### src/rtl/countdown_sequencer.sv
// Control sequencer for the countdown datapath: arbitrates button pulses, queues setup edits, issues ADD/SUB/DEC1 commands.
// Latency: an accepted edit appears on dp_valid the next cycle when idle; a tick's DEC1 appears the cycle after the tick count wraps.
// Backpressure: one command outstanding, held stable until dp_ready; edits beyond 2 queued are dropped; a tick that finds DEC1 still waiting is discarded and latches overrun.
module countdown_sequencer #(
    parameter int CYC    = 50000000,
    parameter int STEP_W = 11
) (
    input  logic              clk,
    input  logic              rst,
    input  logic              sp_pulse,
    input  logic              inc_pulse,
    input  logic              dec_pulse,
    input  logic [STEP_W-1:0] step,
    input  logic              dp_zero,
    input  logic              dp_ready,
    output logic              dp_valid,
    output logic [1:0]        dp_op,
    output logic [STEP_W-1:0] dp_step,
    output logic [1:0]        state,
    output logic              led_blink,
    output logic              overrun
);

    localparam int CNT_W = (CYC > 1) ? $clog2(CYC) : 1;
    localparam logic [CNT_W-1:0] CNT_LAST   = CNT_W'(CYC - 1);
    localparam logic [CNT_W-1:0] BLINK_HALF = CNT_W'(CYC / 2);

    localparam logic [1:0] OP_ADD  = 2'd0;
    localparam logic [1:0] OP_SUB  = 2'd1;
    localparam logic [1:0] OP_DEC1 = 2'd2;

    typedef enum logic [1:0] {
        ST_SETUP = 2'd0,
        ST_RUN   = 2'd1,
        ST_PAUSE = 2'd2,
        ST_DONE  = 2'd3
    } state_t;

    state_t              state_q, state_d;
    logic                start_pending_q, start_pending_d;
    logic [1:0]          fifo_op_q [2];
    logic [1:0]          fifo_op_d [2];
    logic [STEP_W-1:0]   fifo_step_q [2];
    logic [STEP_W-1:0]   fifo_step_d [2];
    logic                rd_ptr_q, rd_ptr_d;
    logic                wr_ptr_q, wr_ptr_d;
    logic [1:0]          fifo_cnt_q, fifo_cnt_d;
    logic                dp_valid_q, dp_valid_d;
    logic [1:0]          dp_op_q, dp_op_d;
    logic [STEP_W-1:0]   dp_step_q, dp_step_d;
    logic [CNT_W-1:0]    tick_cnt_q, tick_cnt_d;
    logic [CNT_W-1:0]    blink_cnt_q, blink_cnt_d;
    logic                led_blink_q, led_blink_d;
    logic                overrun_q, overrun_d;

    logic                inc_acc, dec_acc, push, pop, busy, tick;
    logic [1:0]          push_op;
    logic [1:0]          cnt_after_pop;

    // Arbitration, edit queue, command register, tick/blink counters and FSM next state.
    always_comb begin
        state_d         = state_q;
        start_pending_d = start_pending_q;
        fifo_op_d       = fifo_op_q;
        fifo_step_d     = fifo_step_q;
        rd_ptr_d        = rd_ptr_q;
        wr_ptr_d        = wr_ptr_q;
        dp_valid_d      = dp_valid_q;
        dp_op_d         = dp_op_q;
        dp_step_d       = dp_step_q;
        tick_cnt_d      = tick_cnt_q;
        blink_cnt_d     = '0;
        overrun_d       = overrun_q;

        // sp beats inc beats dec; losers are simply dropped
        inc_acc = inc_pulse & ~sp_pulse;
        dec_acc = dec_pulse & ~sp_pulse & ~inc_pulse;
        push_op = inc_acc ? OP_ADD : OP_SUB;
        push    = (state_q == ST_SETUP) & ~start_pending_q & (inc_acc | dec_acc)
                  & (fifo_cnt_q != 2'd2);
        // presented command stays put next cycle
        busy    = dp_valid_q & ~dp_ready;
        // only queued edits live in the FIFO; DEC1 is injected straight into the command register
        pop     = dp_valid_q & dp_ready & (dp_op_q != OP_DEC1);
        tick    = (state_q == ST_RUN) & (tick_cnt_q == CNT_LAST);

        if (push) begin
            fifo_op_d[wr_ptr_q]   = push_op;
            fifo_step_d[wr_ptr_q] = step;
            wr_ptr_d              = ~wr_ptr_q;
        end
        if (pop) begin
            rd_ptr_d = ~rd_ptr_q;
        end
        cnt_after_pop = fifo_cnt_q - {1'b0, pop};
        fifo_cnt_d    = cnt_after_pop + {1'b0, push};

        // Load the next command once the current one is gone; new edits bypass straight in when idle
        if (!busy) begin
            if (tick) begin
                dp_valid_d = 1'b1;
                dp_op_d    = OP_DEC1;
                dp_step_d  = '0;
            end else if (cnt_after_pop != 2'd0) begin
                dp_valid_d = 1'b1;
                dp_op_d    = fifo_op_q[rd_ptr_d];
                dp_step_d  = fifo_step_q[rd_ptr_d];
            end else if (push) begin
                dp_valid_d = 1'b1;
                dp_op_d    = push_op;
                dp_step_d  = step;
            end else begin
                dp_valid_d = 1'b0;
                dp_op_d    = '0;
                dp_step_d  = '0;
            end
        end else if (tick) begin
            overrun_d = 1'b1;
        end

        if (state_q == ST_RUN) begin
            tick_cnt_d = tick ? '0 : tick_cnt_q + 1'b1;
        end

        case (state_q)
            ST_SETUP: begin
                if (sp_pulse || start_pending_q) begin
                    if ((fifo_cnt_q == 2'd0) && !dp_valid_q) begin
                        start_pending_d = 1'b0;
                        if (!dp_zero) begin
                            state_d    = ST_RUN;
                            tick_cnt_d = '0;
                        end
                    end else begin
                        start_pending_d = 1'b1;
                    end
                end
            end
            ST_RUN: begin
                if (sp_pulse) begin
                    state_d = ST_PAUSE;
                end else if (dp_zero && !dp_valid_q) begin
                    state_d = ST_DONE;
                end
            end
            ST_PAUSE: begin
                if (sp_pulse) begin
                    state_d = ST_RUN;
                end
            end
            default: begin
                if (sp_pulse) begin
                    state_d = ST_SETUP;
                end else begin
                    blink_cnt_d = (blink_cnt_q == CNT_LAST) ? '0 : blink_cnt_q + 1'b1;
                end
            end
        endcase

        // registered so the LED tracks the blink count seen in the same cycle
        led_blink_d = (state_d == ST_DONE) && (blink_cnt_d >= BLINK_HALF);
    end

    // State registers; rst discards everything, including an outstanding command.
    always_ff @(posedge clk or posedge rst) begin
        if (rst) begin
            state_q         <= ST_SETUP;
            start_pending_q <= 1'b0;
            fifo_op_q[0]    <= '0;
            fifo_op_q[1]    <= '0;
            fifo_step_q[0]  <= '0;
            fifo_step_q[1]  <= '0;
            rd_ptr_q        <= 1'b0;
            wr_ptr_q        <= 1'b0;
            fifo_cnt_q      <= '0;
            dp_valid_q      <= 1'b0;
            dp_op_q         <= '0;
            dp_step_q       <= '0;
            tick_cnt_q      <= '0;
            blink_cnt_q     <= '0;
            led_blink_q     <= 1'b0;
            overrun_q       <= 1'b0;
        end else begin
            state_q         <= state_d;
            start_pending_q <= start_pending_d;
            fifo_op_q       <= fifo_op_d;
            fifo_step_q     <= fifo_step_d;
            rd_ptr_q        <= rd_ptr_d;
            wr_ptr_q        <= wr_ptr_d;
            fifo_cnt_q      <= fifo_cnt_d;
            dp_valid_q      <= dp_valid_d;
            dp_op_q         <= dp_op_d;
            dp_step_q       <= dp_step_d;
            tick_cnt_q      <= tick_cnt_d;
            blink_cnt_q     <= blink_cnt_d;
            led_blink_q     <= led_blink_d;
            overrun_q       <= overrun_d;
        end
    end

    assign dp_valid  = dp_valid_q;
    assign dp_op     = dp_op_q;
    assign dp_step   = dp_step_q;
    assign state     = state_q;
    assign led_blink = led_blink_q;
    assign overrun   = overrun_q;

endmodule

### config.mk
export PLATFORM = sky130hd
export DESIGN_NAME = countdown_sequencer
export DESIGN_NICKNAME = d
export VERILOG_FILES = /design/src/rtl/countdown_sequencer.sv
export SDC_FILE = /design/constraint.sdc
export NUM_CORES = 1
export LEC_CHECK = 0
export ABC_AREA = 0
export CAP_MARGIN = 20
export CORE_ASPECT_RATIO = 1.25
export CORE_UTILIZATION = 59
export CTS_CLUSTER_DIAMETER = 80
export DETAILED_ROUTE_END_ITERATION = 10
export MAX_ROUTING_LAYER = met4
export PLACE_DENSITY = 0.87
export SYNTH_ARGS = -nofsm -noshare
export SYNTH_HDL_FRONTEND = slang
export SYNTH_SLANG_ARGS = --single-unit
### constraint.sdc
create_clock -name clk -period 3.35 [get_ports clk]
set_input_delay 0.335 -clock clk [delete_from_list [all_inputs] [get_ports clk]]
set_output_delay 0.335 -clock clk [all_outputs]
set_load 0.05 [all_outputs]
==> results by group <==
STA
  – Fin Setup TNS: 0 ps
  – Worst Tran Pin Value: 932 ps
  – Minimum clock period: approximately 2400 ps
  – Skew final: 10.1 ps
  – Final Cycle Share: 72.0%
  – Max-slew violation count: 0
  – Final hold vios: 0
  – RSZ-0062 raised after global routing: false
  – Fmax: 0.415 GHz
  – Max_slew headroom: 37.6%
  – Final setup violation count: 0

Placement
  – Final Wtd Congestion: 0.940
  – Dpl cell area: 5400 sq um
  – Port Buf Inserts: 35
  – Dpl hpwl: 7290 microns

Setup path
  – CP Capture Type: flip-flop
  – Setup Crit Path Kind: reg -> reg
  – R2R Path End: led_blink
  – Reg2reg path depth: 8
  – CP Max Fanout: 15
  – Worst Path Arrival: around 2700 ps
  – R2R Setup Slk: between 900 and 1000 ps
  – R2R Path Start: blink_cnt_q[0]
  – Worst EP required: 3600 ps
  – Worst Setup Start Kind: flip-flop

Synthesis
  – Top-count cell post-synth: dfrtp_1
  – Syn Nets: ~510
  – Adder-cell share of the synthesized area: 1.01%
  – Yosys cell types: around 60
  – Synth Flop Type: dfrtp_1
  – Synth Area per Inst: 10.3 sq um
  – Synthesized instance count: 483
  – Post-synth EDFFs: 0
  – Compound-gate portion of the synthesized area: under 10%
  – Async SR Flop Fraction: between 90% and 100%
  – Synth Area in Simple Gates: about 21%
  – XOR/XNOR Fraction of Synth Area: under 10%
  – Synth area leaders: dfrtp_1 (50%), mux2_2 (5.2%), xor2_1 (4.9%), nor2_1 (4.4%), nand2_1 (3.7%)
  – Yosys reg bits: 99
  – Synthesized area: 4980 sq um
  – Multiplexer share of the synthesized area: 7.62%
  – Largest family of logic cells by synthesized area: simple AND/OR/NAND/NOR gates
  – Dominant cell type by area after synthesis: dfrtp_1
  – Yosys top cell area share: 49.8%
  – Post-synth top cells: dfrtp_1 (99), nor2_1 (59), nand2_1 (49)
  – Ys Warns: 0
  – Seq/Total Area, Yosys: 49.8%

Global route
  – Total Routing Usage GR: 25.9%
  – Grt ovf: 0
  – First-pass GRT wire length: 17600 microns
  – Initial antenna violation count: 0
  – Vias in the first global route: 3804
  – Largest net degree at the start of global routing: 66

Clock tree
  – Clk_lat worst skew: between 300 and 400 ps
  – Hold buffers post-CTS: 0
  – Longest Clk Path Bufs: 2
  – Htree depth: 3
  – CTS tree: done
  – Clk root buf: clkbuf_8
  – Reg clk slew, reported paths: 100 ps
  – Setup bufs post-CTS: 0
  – Inserted Clock Buffers: 9
  – CTS Sinks: 99
  – Resize count post-CTS: 0

Route
  – DRC: 0
  – Antenna viol nets, final: 0
  – Avg WL per Cell: 16.5 microns
  – Met3 Routed Length: 339 microns
  – Final Routed Wirelength: 10200 microns
  – 1st-iter DRT viols: 200
  – Post-DR vias/cell: ~6
  – Top Metal Used: met4
  – TritonRoute pass-1 iters: 4
  – Vias: 3690
  – Met2 wire len: 5510 microns
  – M1 WL: slightly above 4000 microns

Floorplanning
  – Core footprint: 8190 sq um
  – # IOs: 36
  – DIE WIDTH: roughly 84 microns
  – Num rows: 37
  – Die Ht: around 100 microns
  – Initial Util: 60.7%
  – Die area: about 9000 sq um

Final layout
  – # fillers: 619
  – Ant. Diodes: 0
  – Nets@finish: 535
  – Layout area overhead: 12.3%
  – Final Cell Area: about 5600 sq um
  – Share of layout cells above drive strength 1: 12.4%

Power and ir drop
  – Leak: 2.43 nW
  – Worst VDD drop: 0.493 mV
  – Pwr dens: 628 nW/um^2

Status
  – Status: completed

Run
  – Max Cap Viol: 0

Worst hold path
  – Worst hold path class: in -> async
[registers in the layout (all words and copies together) (netlist names), 2 cells and up]
register / flops
blink_cnt_q: 26
dp_op: 2
dp_step: 11
fifo_cnt_q: 2
fifo_op_q: 2
fifo_step_q: 22
state: 2
tick_cnt_q: 26
[power breakdown]
part	internal (mW)	switching, mW
logic	0.527	0.615
registers	1.44	0.173
clock network	0.347	0.408
[layout by cell type, fill, tap and decap left out, types with 4 or more instances in the layout]
cell,synthesis,layout
dfrtp_1,99,99
o31ai_1,6,6
nand2_1,49,49
xor2_1,28,28
clkdlybuf4s50_1,0,35
and2_1,6,6
nand4_1,11,11
nand3_1,16,16
nor3_1,8,8
xnor2_1,18,18
mux2i_1,12,12
clkbuf_8,0,9
or3_1,7,7
nor2_1,59,59
nor2b_1,4,4
o21ai_0,20,20
ha_1,4,4
inv_1,11,10
a2bb2oi_1,11,11
and3_1,7,7
a21oi_1,14,14
mux2_2,23,23
[area by class of cell]
class / count / area, sq um / area share [%]
Timing Repair Buffer: 39 / 393 / 7.03
Clock buffer: 10 / 128 / 2.28
Inverter: 11 / 43.8 / 0.784
Tap cell: 97 / 121 / 2.17
Clock inverter: 6 / 65.1 / 1.16
Sequential cell: 99 / 2480 / 44.3
Multi-Input combinational cell: 353 / 2360 / 42.2
[stage by stage]
stage	hold slack [ps]	setup slack, ps	power (mW)	std cells	utilization, %
after floorplan	449	425	2.46	483	-
after global placement	459	860	2.72	599	65.9
after detailed placement	471	802	2.78	599	65.9
after CTS	497	941	3.53	615	68.2
after global routing	512	771	3.69	615	68.2
final	485	939	3.51	615	68.2
[critical path: stages (launching register included)]
cell     delay [ps]
dfrtp_1         400
ha_1            220
and3_1          280
nand2_2         180
o31ai_4         590
buf_4           310
a31oi_1          70
o31ai_1         110
o22ai_2         140
[metal layers]
layer	global-route usage, %	vias up
li1	-	1759
met1	29.2	1841
met2	45.8	75
met3	5.37	15
met4	8.62	0
met5	-	-
[worst max path at each step]
stage                              start        endpoint  cells past startpoint
after CTS                 blink_cnt_q[0]       led_blink                      8
after global routing      blink_cnt_q[0]       led_blink                      8
final                     blink_cnt_q[0]       led_blink                      8
after detailed placement        dp_ready      dp_step[7]                     10
after global placement          sp_pulse       led_blink                      6
after floorplan                      rst  blink_cnt_q[0]                      1
[cells by family after synthesis]
logic type                 Yosys count
buffers and inverters               31
and+or+nand+nor                    201
AOI/OAI and AO/OA                   67
muxes                               35
xor gates and xnor gates            46
adders and majority gates            4
DFF                                 99
Power figures use the tool's default switching activity.
